$ cat src/rtl/ibex_multdiv_iter.sv
`default_nettype none
// ============================================================================
// Module   : ibex_multdiv_iter
// Purpose  : Iterative RV32M multiply/divide unit. It borrows the ALU's 32-bit
//            adder (with carry-out) for every add/subtract it performs and
//            keeps all iteration state locally.
//            - Multiply: 33-bit signed-aware shift-and-add, LSB of b first.
//            - Divide  : restoring shift-subtract, MSB of dividend first.
// Ports    : clk_i, rst_ni          clock, asynchronous active-low reset
//            en_i                   request, held until valid_o
//            op_i                   0=MUL 1=MULH 2=DIV 3=REM
//            signed_mode_i          bit0: a signed, bit1: b signed
//            op_a_i, op_b_i         operands, sampled when leaving IDLE
//            alu_adder_ext_i        ALU extended adder result
//            alu_operand_a/b_o      ALU multdiv operands
//            alu_sel_o              ALU multdiv select
//            busy_o, valid_o        status / one-cycle result strobe
//            result_o               result, meaningful while valid_o=1
// Revision : 1.0 - initial release
// ============================================================================
module ibex_multdiv_iter #(
    parameter int unsigned MD_ITERS = 32
) (
    input  logic        clk_i,
    input  logic        rst_ni,
    input  logic        en_i,
    input  logic [1:0]  op_i,
    input  logic [1:0]  signed_mode_i,
    input  logic [31:0] op_a_i,
    input  logic [31:0] op_b_i,
    input  logic [33:0] alu_adder_ext_i,
    output logic [32:0] alu_operand_a_o,
    output logic [32:0] alu_operand_b_o,
    output logic        alu_sel_o,
    output logic        busy_o,
    output logic        valid_o,
    output logic [31:0] result_o
);

    localparam int unsigned         c_CNT_W    = $clog2(MD_ITERS);
    localparam logic [c_CNT_W-1:0]  c_CNT_LAST = c_CNT_W'(MD_ITERS - 1);
    localparam logic [c_CNT_W-1:0]  c_CNT_ONE  = c_CNT_W'(1);

    localparam logic [1:0] c_ST_IDLE   = 2'd0;
    localparam logic [1:0] c_ST_INIT   = 2'd1;
    localparam logic [1:0] c_ST_ITER   = 2'd2;
    localparam logic [1:0] c_ST_FINISH = 2'd3;

    // ------------------------------------------------------------------------
    // State
    // r_mcand : multiplicand (multiply) / divisor magnitude (divide)
    // r_shift : multiplier, becoming the low product word (multiply) /
    //           dividend, becoming the quotient (divide)
    // r_acc   : 33-bit partial product (multiply) / remainder in [31:0]
    // ------------------------------------------------------------------------
    logic [1:0]         r_state;
    logic [1:0]         r_op;
    logic [1:0]         r_smode;
    logic [c_CNT_W-1:0] r_cnt;
    logic [31:0]        r_mcand;
    logic [31:0]        r_shift;
    logic [32:0]        r_acc;
    logic               r_neg_q;
    logic               r_neg_r;
    logic               r_valid;
    logic               r_busy;
    logic               r_alu_sel;

    logic [1:0]  w_state_nxt;
    logic [31:0] w_sum;
    logic        w_carry;
    logic        w_last;
    logic        w_pp_sub;
    logic        w_pp_add;
    logic        w_mcand_msb;
    logic        w_y_msb;
    logic        w_t32;
    logic        w_c32;
    logic        w_t33;
    logic [31:0] w_rem_shift;
    logic        w_no_borrow;
    logic        w_sgn_a;
    logic        w_sgn_b;
    logic [31:0] w_fin_src;
    logic        w_fin_neg;
    logic        w_unused;

    assign w_sum    = alu_adder_ext_i[32:1];
    assign w_carry  = alu_adder_ext_i[33];
    assign w_unused = alu_adder_ext_i[0];
    assign w_last   = (r_cnt == '0);

    // ------------------------------------------------------------------------
    // Multiply step. The adder is 32 bits wide, the accumulator 33; the two
    // top bits of the 34-bit sum are rebuilt from the adder carry-out and the
    // sign bits of both addends. On the final step a set multiplier sign bit
    // weighs -2^31, so that partial product is subtracted instead of added.
    // ------------------------------------------------------------------------
    assign w_pp_sub    = w_last & r_smode[1] & r_shift[0];
    assign w_pp_add    = r_shift[0] & ~w_pp_sub;
    assign w_mcand_msb = r_smode[0] & r_mcand[31];
    assign w_y_msb     = w_pp_sub ? ~w_mcand_msb : (w_pp_add ? w_mcand_msb : 1'b0);
    assign w_t32       = r_acc[32] ^ w_y_msb ^ w_carry;
    assign w_c32       = (r_acc[32] & w_y_msb) | (r_acc[32] & w_carry) | (w_y_msb & w_carry);
    assign w_t33       = r_acc[32] ^ w_y_msb ^ w_c32;

    // ------------------------------------------------------------------------
    // Divide step. The shifted remainder is 33 bits; when its dropped top bit
    // (r_acc[31]) is set the trial value already exceeds any 32-bit divisor,
    // so the subtraction always succeeds regardless of the adder carry.
    // ------------------------------------------------------------------------
    assign w_rem_shift = {r_acc[30:0], r_shift[31]};
    assign w_no_borrow = w_carry | r_acc[31];

    assign w_sgn_a = r_smode[0] & r_mcand[31];
    assign w_sgn_b = r_smode[1] & r_shift[31];

    // MUL/DIV take their result from r_shift, MULH/REM from r_acc.
    assign w_fin_src = r_op[0] ? r_acc[31:0] : r_shift;
    assign w_fin_neg = r_op[1] & (r_op[0] ? r_neg_r : r_neg_q);

    always_comb begin
        w_state_nxt = r_state;
        case (r_state)
            c_ST_IDLE: begin
                if (en_i) begin
                    w_state_nxt = op_i[1] ? c_ST_INIT : c_ST_ITER;
                end
            end
            c_ST_INIT: begin
                if (!en_i) begin
                    w_state_nxt = c_ST_IDLE;
                end else if (r_shift == '0) begin
                    w_state_nxt = c_ST_FINISH;
                end else begin
                    w_state_nxt = c_ST_ITER;
                end
            end
            c_ST_ITER: begin
                if (!en_i) begin
                    w_state_nxt = c_ST_IDLE;
                end else if (w_last) begin
                    w_state_nxt = c_ST_FINISH;
                end
            end
            default: w_state_nxt = c_ST_IDLE;
        endcase
    end

    // ALU operands: X+Y = {X,1}+{Y,0}; X-Y = {X,1}+{~Y,1}.
    always_comb begin
        alu_operand_a_o = '0;
        alu_operand_b_o = '0;
        case (r_state)
            c_ST_ITER: begin
                if (!r_op[1]) begin
                    alu_operand_a_o = {r_acc[31:0], 1'b1};
                    if (w_pp_sub) begin
                        alu_operand_b_o = {~r_mcand, 1'b1};
                    end else if (w_pp_add) begin
                        alu_operand_b_o = {r_mcand, 1'b0};
                    end else begin
                        alu_operand_b_o = {32'b0, 1'b0};
                    end
                end else begin
                    alu_operand_a_o = {w_rem_shift, 1'b1};
                    alu_operand_b_o = {~r_mcand, 1'b1};
                end
            end
            c_ST_FINISH: begin
                // 0 - src, used only when a divide result needs negating
                alu_operand_a_o = {32'b0, 1'b1};
                alu_operand_b_o = {~w_fin_src, 1'b1};
            end
            default: ;
        endcase
    end

    assign result_o  = (r_state == c_ST_FINISH) ? (w_fin_neg ? w_sum : w_fin_src) : '0;
    assign valid_o   = r_valid;
    assign busy_o    = r_busy;
    assign alu_sel_o = r_alu_sel;

    always_ff @(posedge clk_i or negedge rst_ni) begin
        if (!rst_ni) begin
            r_state   <= c_ST_IDLE;
            r_op      <= '0;
            r_smode   <= '0;
            r_cnt     <= '0;
            r_mcand   <= '0;
            r_shift   <= '0;
            r_acc     <= '0;
            r_neg_q   <= 1'b0;
            r_neg_r   <= 1'b0;
            r_valid   <= 1'b0;
            r_busy    <= 1'b0;
            r_alu_sel <= 1'b0;
        end else begin
            r_state   <= w_state_nxt;
            r_valid   <= (w_state_nxt == c_ST_FINISH);
            r_busy    <= (w_state_nxt != c_ST_IDLE);
            r_alu_sel <= (w_state_nxt == c_ST_ITER) || (w_state_nxt == c_ST_FINISH);

            case (r_state)
                c_ST_IDLE: begin
                    if (en_i) begin
                        r_op    <= op_i;
                        r_smode <= signed_mode_i;
                        r_mcand <= op_a_i;
                        r_shift <= op_b_i;
                        r_acc   <= '0;
                        r_cnt   <= c_CNT_LAST;
                    end
                end
                c_ST_INIT: begin
                    if (r_shift == '0) begin
                        // divide by zero: quotient all-ones, remainder = dividend
                        r_shift <= '1;
                        r_acc   <= {1'b0, r_mcand};
                        r_neg_q <= 1'b0;
                        r_neg_r <= 1'b0;
                    end else begin
                        // dividend moves into the shifter, divisor into r_mcand
                        r_shift <= w_sgn_a ? (32'd0 - r_mcand) : r_mcand;
                        r_mcand <= w_sgn_b ? (32'd0 - r_shift) : r_shift;
                        r_acc   <= '0;
                        r_cnt   <= c_CNT_LAST;
                        r_neg_q <= w_sgn_a ^ w_sgn_b;
                        r_neg_r <= w_sgn_a;
                    end
                end
                c_ST_ITER: begin
                    r_cnt <= r_cnt - c_CNT_ONE;
                    if (!r_op[1]) begin
                        r_acc   <= {w_t33, w_t32, w_sum[31:1]};
                        r_shift <= {w_sum[0], r_shift[31:1]};
                    end else begin
                        r_acc   <= {1'b0, (w_no_borrow ? w_sum : w_rem_shift)};
                        r_shift <= {r_shift[30:0], w_no_borrow};
                    end
                end
                default: ;
            endcase
        end
    end

endmodule
`default_nettype wire
$ cat config.mk
export PLATFORM = sky130hd
export DESIGN_NAME = ibex_multdiv_iter
export DESIGN_NICKNAME = d
export VERILOG_FILES = /design/src/rtl/ibex_multdiv_iter.sv
export SDC_FILE = /design/constraint.sdc
export NUM_CORES = 1
export LEC_CHECK = 0
export ABC_AREA = 1
export ABC_CLOCK_PERIOD_IN_PS = 6450
export CAP_MARGIN = 20
export CORE_AREA = 2 2 137 139
export CTS_CLUSTER_DIAMETER = 60
export CTS_CLUSTER_SIZE = 10
export DETAILED_ROUTE_END_ITERATION = 10
export DIE_AREA = 0 0 139 141
export PLACE_DENSITY = 0.88
export SYNTH_ARGS = -nofsm -noshare
export SYNTH_HDL_FRONTEND = slang
export SYNTH_SLANG_ARGS = --single-unit
$ cat constraint.sdc
create_clock -name clk_i -period 6.45 [get_ports clk_i]
set_clock_uncertainty 0.05 [all_clocks]
set_input_delay 1.29 -clock clk_i [delete_from_list [all_inputs] [get_ports clk_i]]
set_output_delay 1.29 -clock clk_i [all_outputs]
set_load 0.1 [all_outputs]
Yosys cells after proc, flatten, opt, wreduce, memory -nomap -nowiden
Index checks and enable logic that the tools add are counted.

Register bits after elaboration: 113. Latch bits: 0. Memory bits (writable): 0. Memory bits (read-only): 0. Input bits: 105. Word-level logic and storage cells: 91. Memories: 0.

Add/sub/neg operators: 3. Multiply operators: 0. Divide/modulo/power cells: 0. Magnitude comparators: 0. Equality and inequality tests: 7. Shift-type cells: 0. Multiplexer cells: 38. Bitwise gates (word level): 20. Reduce and logical (&&, ||, !) cells: 11.

Operator list (count): $mux 32 (12); $mux 33 (6); $pmux 33 s2 (2); $pmux 33 s3 (1); $pmux 32 s3 (1); $not 32->32 (2); $pmux 32 s2 (1); $sub 1x32->32 const A (2); $logic_not 32->1 (1); $pmux 5 s3 (1); $mux 2 (5); $mux 5 (2); $and 1x1->1 (9); $eq 2x2->1 const B (4); $mux 1 (6); $pmux 2 s3 (1); $reduce_and 3->1 (2); $logic_not 5->1 (1); $sub 5x1->5 const B (1); $ne 2x2->1 const B (2); $reduce_and 2->1 (2); $reduce_bool 2->1 (2); $xor 1x1->1 (4); $or 1x1->1 (3); other kinds (5) (6).

Depth between registers and ports, before layout
Word-level depth: 13. Gate-level depth with buffers: 13. Depth with buffers taken out: 12.

Worst setup path before layout
OpenSTA, ideal clock, no wires.

Path kind: reg2out. Start: register r_state[0]. End: output port alu_operand_a_o[32]. Data arrival time: 3210 ps. Path slack: 1900 ps. Stages on the path, launching flop included: 6. Path buffers: 1. Cells stage by stage: dfrtp_1 inv_1 ha_1 nand2_1 clkbuf_1 o21ai_0.

Cells in the longest elaborated chain, start to end: 2. Elaborated cells on any way between the ends: 3. Classes of those cells: eq/ne (2); mux (1).

Ends and longest elaborated chain: start, declared (line 56) `logic [1:0] r_state;`; start signal, assigned (line 186) `r_state <= c_ST_IDLE;`; start signal, assigned (line 199) `r_state <= w_state_nxt;`; $eq 2x2->1 (line 154) `case (r_state)`; $pmux 33 s2 * (line 154); end, declared (line 32) `output logic [32:0] alu_operand_a_o,`.

Every way passes the cells marked *; elsewhere a longest branch is shown, timed or not.

Final worst setup path
Start: register r_cnt[0]. End: output port alu_operand_b_o[12].

Cells in the longest elaborated chain, start to end: 9.

Ends and longest elaborated chain: start, declared (line 59) `logic [c_CNT_W-1:0] r_cnt;`; start signal, assigned (line 212) `r_cnt <= c_CNT_LAST;`; start signal, assigned (line 227) `r_cnt <= c_CNT_LAST;`; start signal, assigned (line 233) `r_cnt <= r_cnt - c_CNT_ONE;`; $logic_not 5->1 * (line 91) `assign w_last = (r_cnt == '0);`; $and 1x1->1 * (2 in series) (line 99) `assign w_pp_sub = w_last & r_smode[1] & r_shift[0];`; $not 1->1 (line 100) `assign w_pp_add = r_shift[0] & ~w_pp_sub;`; $and 1x1->1 (line 100); $mux 33 (line 160) `end else if (w_pp_add) begin`; $mux 33 * (line 158) `if (w_pp_sub) begin`; $mux 33 * (line 156) `if (!r_op[1]) begin`; $pmux 33 s2 * (line 154); end, declared (line 33) `output logic [32:0] alu_operand_b_o,`.

Marked as above.

==> metrics.md <==
| Metric | Value |
|---|---|
| Number of port buffers | 204 |
| Setup TNS | 0 ns |
| Post-CTS sizing | 0 |
| Average cell area after synthesis | 6.03 sq um |
| Syn-to-layout area delta | 25.0% |
| Area of the die | 19600 sq um |
| Synth Register Bits | 113 |
| Max clock buf depth | 2 |
| Leak Pwr | 0.00570 uW |
| Fill cells | ~1700 |
| Worst Hold Class | flip-flop to flip-flop |
| Post-Synthesis Cells | 1680 |
| Final min period | ~5.4 ns |
| CTS Hold Bufs | 0 |
| Commonest cells after routing, fill and taps aside | nand2_1, o21ai_0, nor2_1 |
| CP Launch Type | flip-flop |
| DR vias | 12713 |
| Clock-pin slew on the worst setup and hold paths | approximately 0.060 ns |
| Power Total | 7430 uW |
| # H-tree levels | 4 |
| Vias in the first global route | between 10000 and 15000 |
| Register area share after synthesis | 0.279 |
| Layout cells sized above 1 | 0.0736 |
| Row Count | 50 |
| Total Nets Final | approximately 1900 |
| Vias per std cell | between 6 and 7 |
| Final setup margin | 1.04 ns |
| Status | complete, no violations |
| Die Wd | approximately 140 microns |
| Initial DRC count | 1892 |
| Final Hold Vio Count | 0 |
| CTS sink cnt | 113 |
| CTS tree | yes |
| Synth warn | 0 |
| Worst Setup End Kind | primary output |
| Routed wire length | 40.9 mm |
| Commonest non-fill, non-tap cell in the layout | nand2_1 |
| Ant diodes | 0 |
| Critical path required time | approximately 5 ns |
| Crit Path Category | flip-flop to primary output |
| Mapped Nets | 1795 |
| Dpl hpwl | 29.7 mm |
| GRT Total Usage | 0.412 |
| Die Y | ~140 microns |
| Crit share post-route | 0.839 |
| Drt wl/cell | approximately 20 microns |
| Netlist cell types | 43 |
| Drt pass-1 iters | 8 |
| Worst slew pin tran | approximately 0.99 ns |
| Antenna viol nets, final | 0 |
| GR Overflow Total | 0 |
| Netlist Area Pre-Place | 10100 sq um |
| Routability congestion estimate | 0.992 |
| PD cells | 587 nW/um^2 |
| Pre-CTS setup slack | between 1.5 and 2 ns |
| Drc violations | 0 |
| Worst path arrival time | 4.07 ns |
| Slew HR | 0.342 |
| Post-CTS Setup Inserts | 0 |
| MaxCap Viol Count | 0 |
| Num CTS Buffers | 17 |
| Hold slack | 0.444 ns |
| Antenna violations before repair | 2 |
| Unrepaired setup endpoints after global routing | false |
| # setup viols final | 0 |
| First-pass GRT wire length | 63.9 mm |
| Core area | about 18000 sq um |
| Top-Level Pins | between 200 and 250 |
| Worst-Skew Late Latency | 0.43 ns |
| Final number of max-transition violations | 0 |
| Max Fclk | around 180 MHz |
| CTS root buf | clkbuf_16 |
| Largest net degree at the start of global routing | a little under 70 |
| CP max FO | 33 |
| Max VDD drop | 0.407 mV |
| Initial Util | 0.555 |
[registers in the layout (all words and copies together) (netlist names)]
register   flops
r_shift       32
alu_sel_o      1
r_mcand       32
r_state        2
r_cnt          5
valid_o        1
r_neg_r        1
busy_o         1
r_smode        2
r_acc         33
r_neg_q        1
r_op           2
[logic make-up after synthesis]
family	Yosys count	share of synthesized area
buffers and inverters	270	0.106
adders and majority gates	10	0.0138
and+or+nand+nor	766	0.315
xor gates and xnor gates	16	0.0138
DFF	113	0.279
AOI/OAI and AO/OA	505	0.272
[Yosys cell counts (all sizes together)]
| master | number | area [sq um] |
|---|---|---|
| xor2 | 15 | 131 |
| clkbuf | 71 | 267 |
| a31oi | 3 | 18.8 |
| ha | 8 | 100 |
| o21ai | 297 | 1510 |
| fa | 2 | 40.0 |
| buf | 31 | 173 |
| nor2 | 235 | 956 |
| clkinv | 3 | 11.3 |
| o31ai | 1 | 7.51 |
| a31o | 2 | 17.5 |
| nor3 | 8 | 40.0 |
| xnor2 | 1 | 8.76 |
| and3 | 1 | 6.26 |
| o221ai | 1 | 8.76 |
| nand3 | 93 | 475 |
| nand2 | 412 | 1570 |
| o211ai | 10 | 75.1 |
| dfrtp | 113 | 2830 |
| a21oi | 85 | 425 |
| inv | 165 | 622 |
| o21a | 1 | 7.51 |
| a22oi | 21 | 158 |
| o21bai | 2 | 15.0 |
| nand3b | 1 | 7.51 |
| nand4 | 16 | 136 |
| o22ai | 81 | 507 |
| a221oi | 1 | 8.76 |
[critical path, cell delays in order, from the launching register on]
cell	delay [ns]
dfrtp_1	0.38
inv_1	0.11
ha_1	0.15
nand2_1	0.05
nor2_1	0.42
nand3_1	0.18
nand2_1	0.77
o21ai_0	0.22
o21ai_0	0.17
clkdlybuf4s50_1	1.18
[area by class of cell]
class	instances	area, sq um	share of cell area
clock inverters	15	125	0.00988
inverters	168	633	0.0500
flip-flops and latches	113	2830	0.223
multi-input cells	1297	6240	0.493
well taps	234	293	0.0231
repair buffers	223	2120	0.167
clock buffers	17	425	0.0336
[where the power goes]
part	leakage [uW]	internal (uW)	switching (uW)	total, uW
clock	0.000265	502	404	905
sequential	0.00142	1010	458	1470
combinational	0.00401	1260	3800	5050
total	0.00570	2770	4660	7430
[metal layers]
metal  part of all wire  routed length [microns]  global-route usage  vias up
met3               0.16                     6440               0.126       72
li1                   -                        -                   -     5882
met2               0.42                    17200               0.594     1030
met4              0.022                      887               0.102        2
met1               0.40                    16400               0.602     5727
met5            0.00032                       13                   0        -
[through the flow]
step	cells	util	cell area (sq um)
6_report	2067	0.693	12700
5_1_grt	2067	0.693	12700
3_3_place_gp	2033	0.660	12100
3_5_place_dp	2033	0.660	12100
4_1_cts	2065	0.691	12600
2_1_floorplan	1680	-	10100
[worst paths after layout]
kind	start	to	slack, ns	cells past startpoint
max reg2reg	r_state[0]$_DFF_PN0_	r_shift[9]$_DFFE_PN0P_	2.86	11
max	r_cnt[0]$_DFFE_PN0P_	alu_operand_b_o[12]	1.04	9
max in group asynchronous	rst_ni	r_acc[24]$_DFFE_PN0P_	4.13	2
min reg2reg	r_cnt[0]$_DFFE_PN0P_	r_cnt[0]$_DFFE_PN0P_	0.44	2
min in group asynchronous	rst_ni	r_cnt[3]$_DFFE_PN0P_	0.86	1
min	r_cnt[0]$_DFFE_PN0P_	r_cnt[0]$_DFFE_PN0P_	0.44	2
Note: power is estimated with default switching activity, not from simulation.
